<file path="config.mk">
export PLATFORM = sky130hd
export DESIGN_NAME = lcd_driver_4_digit
export DESIGN_NICKNAME = d
export VERILOG_FILES = /design/src/rtl/lcd_driver_pkg.sv /design/src/rtl/lcd_digit_encode.sv /design/src/rtl/lcd_driver_4_digit.sv
export SDC_FILE = /design/constraint.sdc
export NUM_CORES = 1
export LEC_CHECK = 0
export ABC_AREA = 1
export CELL_PAD_IN_SITES_DETAIL_PLACEMENT = 1
export CELL_PAD_IN_SITES_GLOBAL_PLACEMENT = 2
export CORE_ASPECT_RATIO = 1.5
export CORE_MARGIN = 2
export CORE_UTILIZATION = 16
export CTS_CLUSTER_DIAMETER = 60
export DETAILED_ROUTE_END_ITERATION = 6
export PLACE_DENSITY_LB_ADDON = 0.1
export SLEW_MARGIN = 20
export SYNTH_ARGS = -nofsm -noshare
export SYNTH_HDL_FRONTEND = slang
export SYNTH_SLANG_ARGS = --single-unit
</file>
<file path="constraint.sdc">
create_clock -name clock -period 1 [get_ports clock]
set_input_delay 0.25 -clock clock [delete_from_list [all_inputs] [get_ports clock]]
set_output_delay 0.25 -clock clock [all_outputs]
set_load 0.01 [all_outputs]
</file>
<file path="src/rtl/lcd_driver_pkg.sv">
// lcd_driver_pkg
//   Shared constants and types for the four-digit LCD driver.
//   - ASCII codes used on the LCD: digit base, error glyph, blank.
//   - time_t: packed 4-digit BCD time (ms_hr, ls_hr, ms_min, ls_min).
package lcd_driver_pkg;

  localparam logic [7:0] ASCII_ZERO  = 8'h30;
  localparam logic [7:0] ASCII_ERROR = 8'h21;
  localparam logic [7:0] ASCII_SPACE = 8'h20;

  typedef struct packed {
    logic [3:0] ms_hr;
    logic [3:0] ls_hr;
    logic [3:0] ms_min;
    logic [3:0] ls_min;
  } time_t;

endpackage : lcd_driver_pkg

</file>
<file path="src/rtl/lcd_digit_encode.sv">
// lcd_digit_encode
//   Combinational BCD digit to ASCII encoder.
//   Ports:
//     digit  in  4  BCD digit (10..15 are invalid)
//     ascii  out 8  '0'..'9' for 0..9, '!' for invalid codes
module lcd_digit_encode
  import lcd_driver_pkg::*;
(
  input  logic [3:0] digit,
  output logic [7:0] ascii
);

  // ASCII '0'..'9' share the upper nibble 4'h3, so a valid digit only
  // needs to be placed in the lower nibble.
  assign ascii = (digit <= 4'd9) ? {ASCII_ZERO[7:4], digit} : ASCII_ERROR;

endmodule : lcd_digit_encode

</file>
<file path="src/rtl/lcd_driver_4_digit.sv">
// lcd_driver_4_digit
//   Selects one of three 4-digit BCD time sources (alarm, current, key
//   buffer), encodes each digit to ASCII for the LCD and flags when the
//   current time equals the alarm time. All outputs are registered.
//   Ports:
//     clock, reset                     system clock, synchronous active-high reset
//     alarm_time_*  in  4 each         stored alarm time
//     current_time_* in 4 each         running clock time
//     key_*         in  4 each         key-entry buffer
//     show_a        in  1              display alarm time (highest priority)
//     show_current_time in 1           display current time
//     display_*     out 8 each         ASCII code per LCD digit
//     sound_a       out 1              current time equals alarm time
//   Build option:
//     LCD_DRIVER_BLANK_LEADING_ZERO_EN  blank display_ms_hr when that digit is 0
module lcd_driver_4_digit
  import lcd_driver_pkg::*;
(
  input  logic       clock,
  input  logic       reset,
  input  logic [3:0] alarm_time_ms_hr,
  input  logic [3:0] alarm_time_ls_hr,
  input  logic [3:0] alarm_time_ms_min,
  input  logic [3:0] alarm_time_ls_min,
  input  logic [3:0] current_time_ms_hr,
  input  logic [3:0] current_time_ls_hr,
  input  logic [3:0] current_time_ms_min,
  input  logic [3:0] current_time_ls_min,
  input  logic [3:0] key_ms_hr,
  input  logic [3:0] key_ls_hr,
  input  logic [3:0] key_ms_min,
  input  logic [3:0] key_ls_min,
  input  logic       show_a,
  input  logic       show_current_time,
  output logic [7:0] display_ms_hr,
  output logic [7:0] display_ls_hr,
  output logic [7:0] display_ms_min,
  output logic [7:0] display_ls_min,
  output logic       sound_a
);

  time_t alarm_time;
  time_t current_time;
  time_t key_time;
  time_t shown;

  logic [7:0] enc_ms_hr;
  logic [7:0] enc_ls_hr;
  logic [7:0] enc_ms_min;
  logic [7:0] enc_ls_min;
  logic [7:0] next_ms_hr;
  logic       match;

  assign alarm_time   = '{alarm_time_ms_hr, alarm_time_ls_hr,
                          alarm_time_ms_min, alarm_time_ls_min};
  assign current_time = '{current_time_ms_hr, current_time_ls_hr,
                          current_time_ms_min, current_time_ls_min};
  assign key_time     = '{key_ms_hr, key_ls_hr, key_ms_min, key_ls_min};

  // Source select: alarm beats current time, key buffer is the fallback.
  // NOTE: every branch of an always_comb must assign its outputs; the
  // up-front default guarantees that, so no latch can be inferred.
  always_comb begin
    shown = key_time;
    if (show_a)
      shown = alarm_time;
    else if (show_current_time)
      shown = current_time;
  end

  lcd_digit_encode u_enc_ms_hr  (.digit(shown.ms_hr),  .ascii(enc_ms_hr));
  lcd_digit_encode u_enc_ls_hr  (.digit(shown.ls_hr),  .ascii(enc_ls_hr));
  lcd_digit_encode u_enc_ms_min (.digit(shown.ms_min), .ascii(enc_ms_min));
  lcd_digit_encode u_enc_ls_min (.digit(shown.ls_min), .ascii(enc_ls_min));

`ifdef LCD_DRIVER_BLANK_LEADING_ZERO_EN
  // Show "  5:00" rather than "05:00" for single-digit hours.
  assign next_ms_hr = (shown.ms_hr == 4'd0) ? ASCII_SPACE : enc_ms_hr;
`else
  assign next_ms_hr = enc_ms_hr;
`endif

  // Raw 4-bit compare of all digits, independent of what is displayed.
  assign match = (current_time == alarm_time);

  // NOTE: registered state uses non-blocking assignments so every flop
  // samples pre-edge values, independent of statement order.
  always_ff @(posedge clock) begin
    if (reset) begin
      display_ms_hr  <= ASCII_SPACE;
      display_ls_hr  <= ASCII_SPACE;
      display_ms_min <= ASCII_SPACE;
      display_ls_min <= ASCII_SPACE;
      sound_a        <= 1'b0;
    end else begin
      display_ms_hr  <= next_ms_hr;
      display_ls_hr  <= enc_ls_hr;
      display_ms_min <= enc_ms_min;
      display_ls_min <= enc_ls_min;
      sound_a        <= match;
    end
  end

endmodule : lcd_driver_4_digit

</file>
==> impl_metrics.tcl, run 1 <==
set metrics [dict create \
    synth_top_family_by_area "simple AND/OR/NAND/NOR gates" \
    path_buf_inv 1 \
    cts-htree-levels 1 \
    crit_path_cell_trace "dlygate4sd2_1, or2_1, nand2_2, nand2_2, nand2_4, nand2_2, nor2_1" \
    syn_avg_cell_area_um2 6.15 \
    worst_path_dominant_cell_family "simple AND/OR/NAND/NOR gates" \
    cp-end-kind "flip-flop" \
    p_leak_uw 0.00137 \
    irDropWorstVdd_v 0.000829 \
    drt_iter0_drc 22 \
    dpl_worst_slack_ns -0.708 \
    yosysTopAreaCell "dfxtp_1" \
    setup_viol 0 \
    place_hpwl_mm 4.15 \
    wirelength_mm 4.98 \
    routedWlPerCell_um 11.6 \
    vias 1606 \
    p_per_area_nw_per_um2 1040 \
    path_class "in -> reg" \
    final.min_clock_period_ns 0.943 \
    cp_common_cell "nand2_2" \
    required_ns 1.19 \
    worst_slack_ns 0.0572 \
    ant_nets 0 \
    dieArea_um2 9500 \
    synth_cell_type_count 22 \
    synth_edf_count 0 \
    clk_pin_slew_worst_paths_ns 0.05 \
    grt_overflow 0 \
    core_area_um2 8460 \
    num_rows 41 \
    worstHoldPathType "in -> reg" \
    place.gp.congestion 0.742 \
    crit_path_top_delay_cell "dlygate4sd2_1" \
    synthSimpleGateAreaFrac_pct 40.6 \
    cts_tree "yes" \
    ys_ff_latch 21 \
    synth_most_common_cell "nand2_1" \
    clockBufferDepth 2 \
    ioPinCount 85 \
    synthMuxAreaShare_pct 0.717 \
    start_util_pct 16.5 \
    drcViolationCount 0 \
    yosys.area.top_type_share_pct 30.1 \
    grt_max_degree 17 \
    grt_pass1_wl_mm 7.98 \
    die_h_um 118 \
    p_int_uw 1850 \
    drv_slew 0 \
    path_max_fanout 3 \
    place_area_um2 2350 \
    drive_gt1_share_pct 33.0 \
    drt-vias-per-instance 3.73 \
    syn_area_um2 1400 \
    hold_violations 0 \
    ys_seq_area_share_pct 30.1 \
    fill_cells 1087 \
    switching_share_pct 28.4 \
    outcome "finished clean" \
    rsz0062_at_grt "yes" \
    drv_cap 0 \
    gr-usage-all-layers_pct 10.9 \
    grt_antenna_before_repair 0 \
    cts.sinks 21 \
    nets 377 \
    n_antenna_cell 0 \
    synthCells 227 \
    pwr-share-clk_pct 32.0 \
    max_freq_mhz 1060 \
    multiInputGateArea_um2 880 \
    power.switching_uw 732 \
    cts_inserted_buffers 3 \
    synth_compound_area_share_pct 6.82 \
    worst_ep_arrival_time_ns 1.13 \
    grt_pass1_vias 1649 \
    fp.dieW_um 80.2 \
    numPortBuffers 72 \
    postSynth.asyncResetShare_pct 0 \
    yosys-top-cells-area "dfxtp_1 (30%), nand2_1 (21%), inv_1 (8.9%)" \
    whs_ns 0.403 \
    cts-root-buf "clkbuf_16" \
    slowest_delay_ns 0.27 \
    finalPower_uw 2580 \
    synthFlopType "dfxtp_1" \
    synth_fa_ha_area_share_pct 0 \
    comb_power_share_pct 32.8 \
    dr.pass1.iters 3 \
    fin_area_um2 2480 \
    yosysWarningCount 0 \
    seq_area_um2 420 \
    synth_xor_xnor_area_share_pct 2.51 \
    cp-start-kind "input port" \
    area_growth_pct 78.0 \
    p_seq_share_pct 35.2 \
    post-route-period-util_pct 94.3 \
    synth_commonest_cells "nand2_1 (77), inv_1 (33), dfxtp_1 (21), nand3_1 (16), nor2_1 (16)" \
]
==> registers in the layout (all words and copies together), names as in the netlist <==
name / cells
sound_a: 1
display_ms_hr: 5
display_ls_hr: 5
display_ms_min: 5
display_ls_min: 5
==> worst paths after layout <==
path	end	startpoint	cells after the start	slack, ns
worst max-delay path	display_ls_hr[1]$_SDFF_PP0_	alarm_time_ls_hr[2]	7	0.06
worst min-delay path	sound_a$_SDFF_PP0_	current_time_ms_min[0]	4	0.40
==> layer usage <==
metal	part of all wire, %	up-vias	global-route usage, %
li1	-	853	-
met1	42	700	13.1
met2	51	48	19.2
met3	4.2	5	0.992
met4	2.1	0	5.08
met5	0	-	0
==> layout by cell type (no fill, tap or decap), types with 3 or more instances in the layout <==
| cell type | instances |
|---|---|
| a21oi_1 | 7 |
| a21oi_2 | 5 |
| buf_2 | 21 |
| buf_4 | 25 |
| clkbuf_16 | 3 |
| clkdlybuf4s15_1 | 3 |
| clkdlybuf4s50_1 | 5 |
| conb_1 | 12 |
| dfxtp_1 | 21 |
| dlygate4sd2_1 | 36 |
| dlymetal6s2s_1 | 3 |
| inv_1 | 28 |
| inv_2 | 5 |
| nand2_1 | 65 |
| nand2_2 | 16 |
| nand2_4 | 6 |
| nand3_1 | 10 |
| nand3_2 | 6 |
| nor2_1 | 13 |
| nor2_2 | 4 |
| nor3b_2 | 4 |
| o21ai_0 | 3 |
| o21ai_1 | 3 |
| xnor2_1 | 4 |
==> logic make-up after synthesis <==
kind of cell / after synthesis
mux: 1
simple gates: 127
flops: 21
compound gates: 19
other cells: 2
buf+inv: 53
xor+xnor: 4
==> timing repair <==
action	in CTS	in global routing
endpoints found under the setup margin	42	19
resized for setup	160	31
pin swaps	37	16
buffers inserted	2	3
gates cloned	1	0
hold buffers	0	0
==> cell type report <==
| cell class | count | share of cell area [%] |
|---|---|---|
| Clock buffer | 4 | 3.17 |
| Inverter | 36 | 5.99 |
| Multi-Input combinational cell | 163 | 35.4 |
| Sequential cell | 21 | 16.9 |
| Tap cell | 107 | 5.39 |
| Timing Repair Buffer | 100 | 33.1 |
==> power groups by stage <==
stage	logic [uW]	clock network, uW	registers [uW]
after global placement	858	0	930
final	847	825	908
after detailed placement	859	0	930
after floorplan	354	0	961
after CTS	817	862	909
after global routing	948	897	912
==> per-stage QoR <==
step	TNS (ns)	std cells	utilization [%]
after floorplan	0	237	-
after global placement	-14.50	421	27.8
after detailed placement	-15.07	421	27.8
after CTS	0	428	28.2
after global routing	-0.00753	431	29.3
final	0	431	29.3
Power figures use the tool's default switching activity.
==> run 2, diff against run 1 <==
- CTS_BUF_LIST: unset -> sky130_fd_sc_hd__clkbuf_16
- CTS_CLUSTER_DIAMETER: 60 -> unset
==> run 2 against run 1 <==
Compared with the run above: sequential power is essentially flat; global-route usage is essentially flat; largest power group unchanged; critical path depth is the same.
==> impl_metrics.tcl, run 2 (synthesis gave the netlist of run 1 again) <==
set metrics [dict create \
    outcome "finished clean" \
    cts-root-buf "clkbuf_16" \
    grt_antenna_before_repair 0 \
    hold_violations 0 \
    num_rows 41 \
    worst_slack_ns 0.0520 \
    place_area_um2 2350 \
    dpl_worst_slack_ns -0.708 \
    setup_viol 0 \
    crit_path_cell_trace "dlygate4sd2_1, or2_1, nand2_2, nand2_2, nand2_4, nand2_2, nor2_1" \
    ant_nets 0 \
    grt_overflow 0 \
    fill_cells 1088 \
    final_common_cell "nand2_1" \
    path_buf_inv 1 \
    grt_max_degree 17 \
    core_area_um2 8460 \
    drv_cap 0 \
    setup_tns_ns 0 \
    drive_gt1_share_pct 30.8 \
    worst_ep_arrival_time_ns 1.14 \
    slowest_delay_ns 0.27 \
    cts.sinks 21 \
    cp_common_cell "nand2_2" \
    layout_common_cells "nand2_1 (66), dlygate4sd2_1 (37), inv_1 (31), buf_4 (23)" \
    clk_pin_slew_worst_paths_ns 0.05 \
    n_antenna_cell 0 \
    whs_ns 0.409 \
    ioPinCount 85 \
    vias 1594 \
    grt_pass1_wl_mm 7.98 \
    p_per_area_nw_per_um2 1040 \
    wirelength_mm 4.96 \
    max_freq_mhz 1050 \
    p_leak_uw 0.00136 \
    drt_iter0_drc 19 \
    cts_hold_buf 0 \
    area_growth_pct 74.6 \
    irDropWorstVdd_v 0.000815 \
    start_util_pct 16.5 \
    drcViolationCount 0 \
    final.min_clock_period_ns 0.948 \
    path_class "in -> reg" \
    cts_tree "yes" \
    place.gp.congestion 0.742 \
    crit_path_top_delay_cell "dlygate4sd2_1" \
    dp_cells 421 \
    drv_slew 0 \
    routedWlPerCell_um 11.6 \
    numPortBuffers 72 \
    dr.pass1.iters 3 \
    die_h_um 118 \
    required_ns 1.19 \
    nets 374 \
    post-route-period-util_pct 94.8 \
    cts-htree-levels 1 \
    cp-end-kind "flip-flop" \
    place_hpwl_mm 4.15 \
    cp-start-kind "input port" \
    path_max_fanout 3 \
    fp.dieW_um 80.2 \
    cts_inserted_buffers 3 \
    drt-vias-per-instance 3.72 \
    fin_area_um2 2440 \
    grt_pass1_vias 1648 \
    final_cells 428 \
    gr-usage-all-layers_pct 10.9 \
    rsz0062_at_grt "yes" \
    worstHoldPathType "in -> reg" \
    dieArea_um2 9500 \
    clockBufferDepth 2 \
    worst_path_dominant_cell_family "simple AND/OR/NAND/NOR gates" \
]
-- run 2: final cells by class --
type | count | area [um2] | area share (%)
clock buffers | 3 | 75.1 | 3.08
clock inverters | 1 | 3.75 | 0.154
inverters | 36 | 148 | 6.06
multi-input cells | 163 | 857 | 35.2
flip-flops and latches | 21 | 420 | 17.3
well taps | 107 | 134 | 5.50
repair buffers | 97 | 798 | 32.8
-- run 2: final timing paths --
check	depth (start not counted)	startpoint	endpoint	slack, ns
setup / recovery	7	alarm_time_ls_hr[2]	display_ls_hr[1]$_SDFF_PP0_	0.05
hold / removal	4	current_time_ms_min[0]	sound_a$_SDFF_PP0_	0.41
-- run 2: per-layer routing --
layer,share of wire (%),wire length (um),GRT usage (%)
met1,42,2110,13.1
met2,51,2540,19.2
met3,4.2,210,0.992
met4,2.1,106,5.08
met5,0,0,0
-- run 2: per-stage QoR --
stage / power [uW] / utilization (%)
2_1_floorplan: 1310 / -
3_3_place_gp: 1790 / 27.8
6_report: 2540 / 28.8
5_1_grt: 2720 / 28.8
3_5_place_dp: 1790 / 27.8
4_1_cts: 2580 / 28.1
-- run 2: timing repair --
action | 4_1_cts | 5_1_grt
pin swaps | 36 | 15
endpoints found under the setup margin | 42 | 19
gates cloned | 1 | 0
setup buffers | 2 | 0
resized for setup | 159 | 26
-- run 2: where the power goes --
| group | internal (uW) | total (uW) | switching [uW] |
|---|---|---|---|
| Clock | 532 | 816 | 283 |
| Combinational | 394 | 821 | 427 |
| Sequential | 897 | 908 | 11.2 |
| Total | 1820 | 2540 | 721 |
-- run 2: worst min-delay path, stage by stage --
cell	delay, ns
dlymetal6s2s_1	0.13
xnor2_1	0.10
nand3_1	0.09
nor2_2	0.04
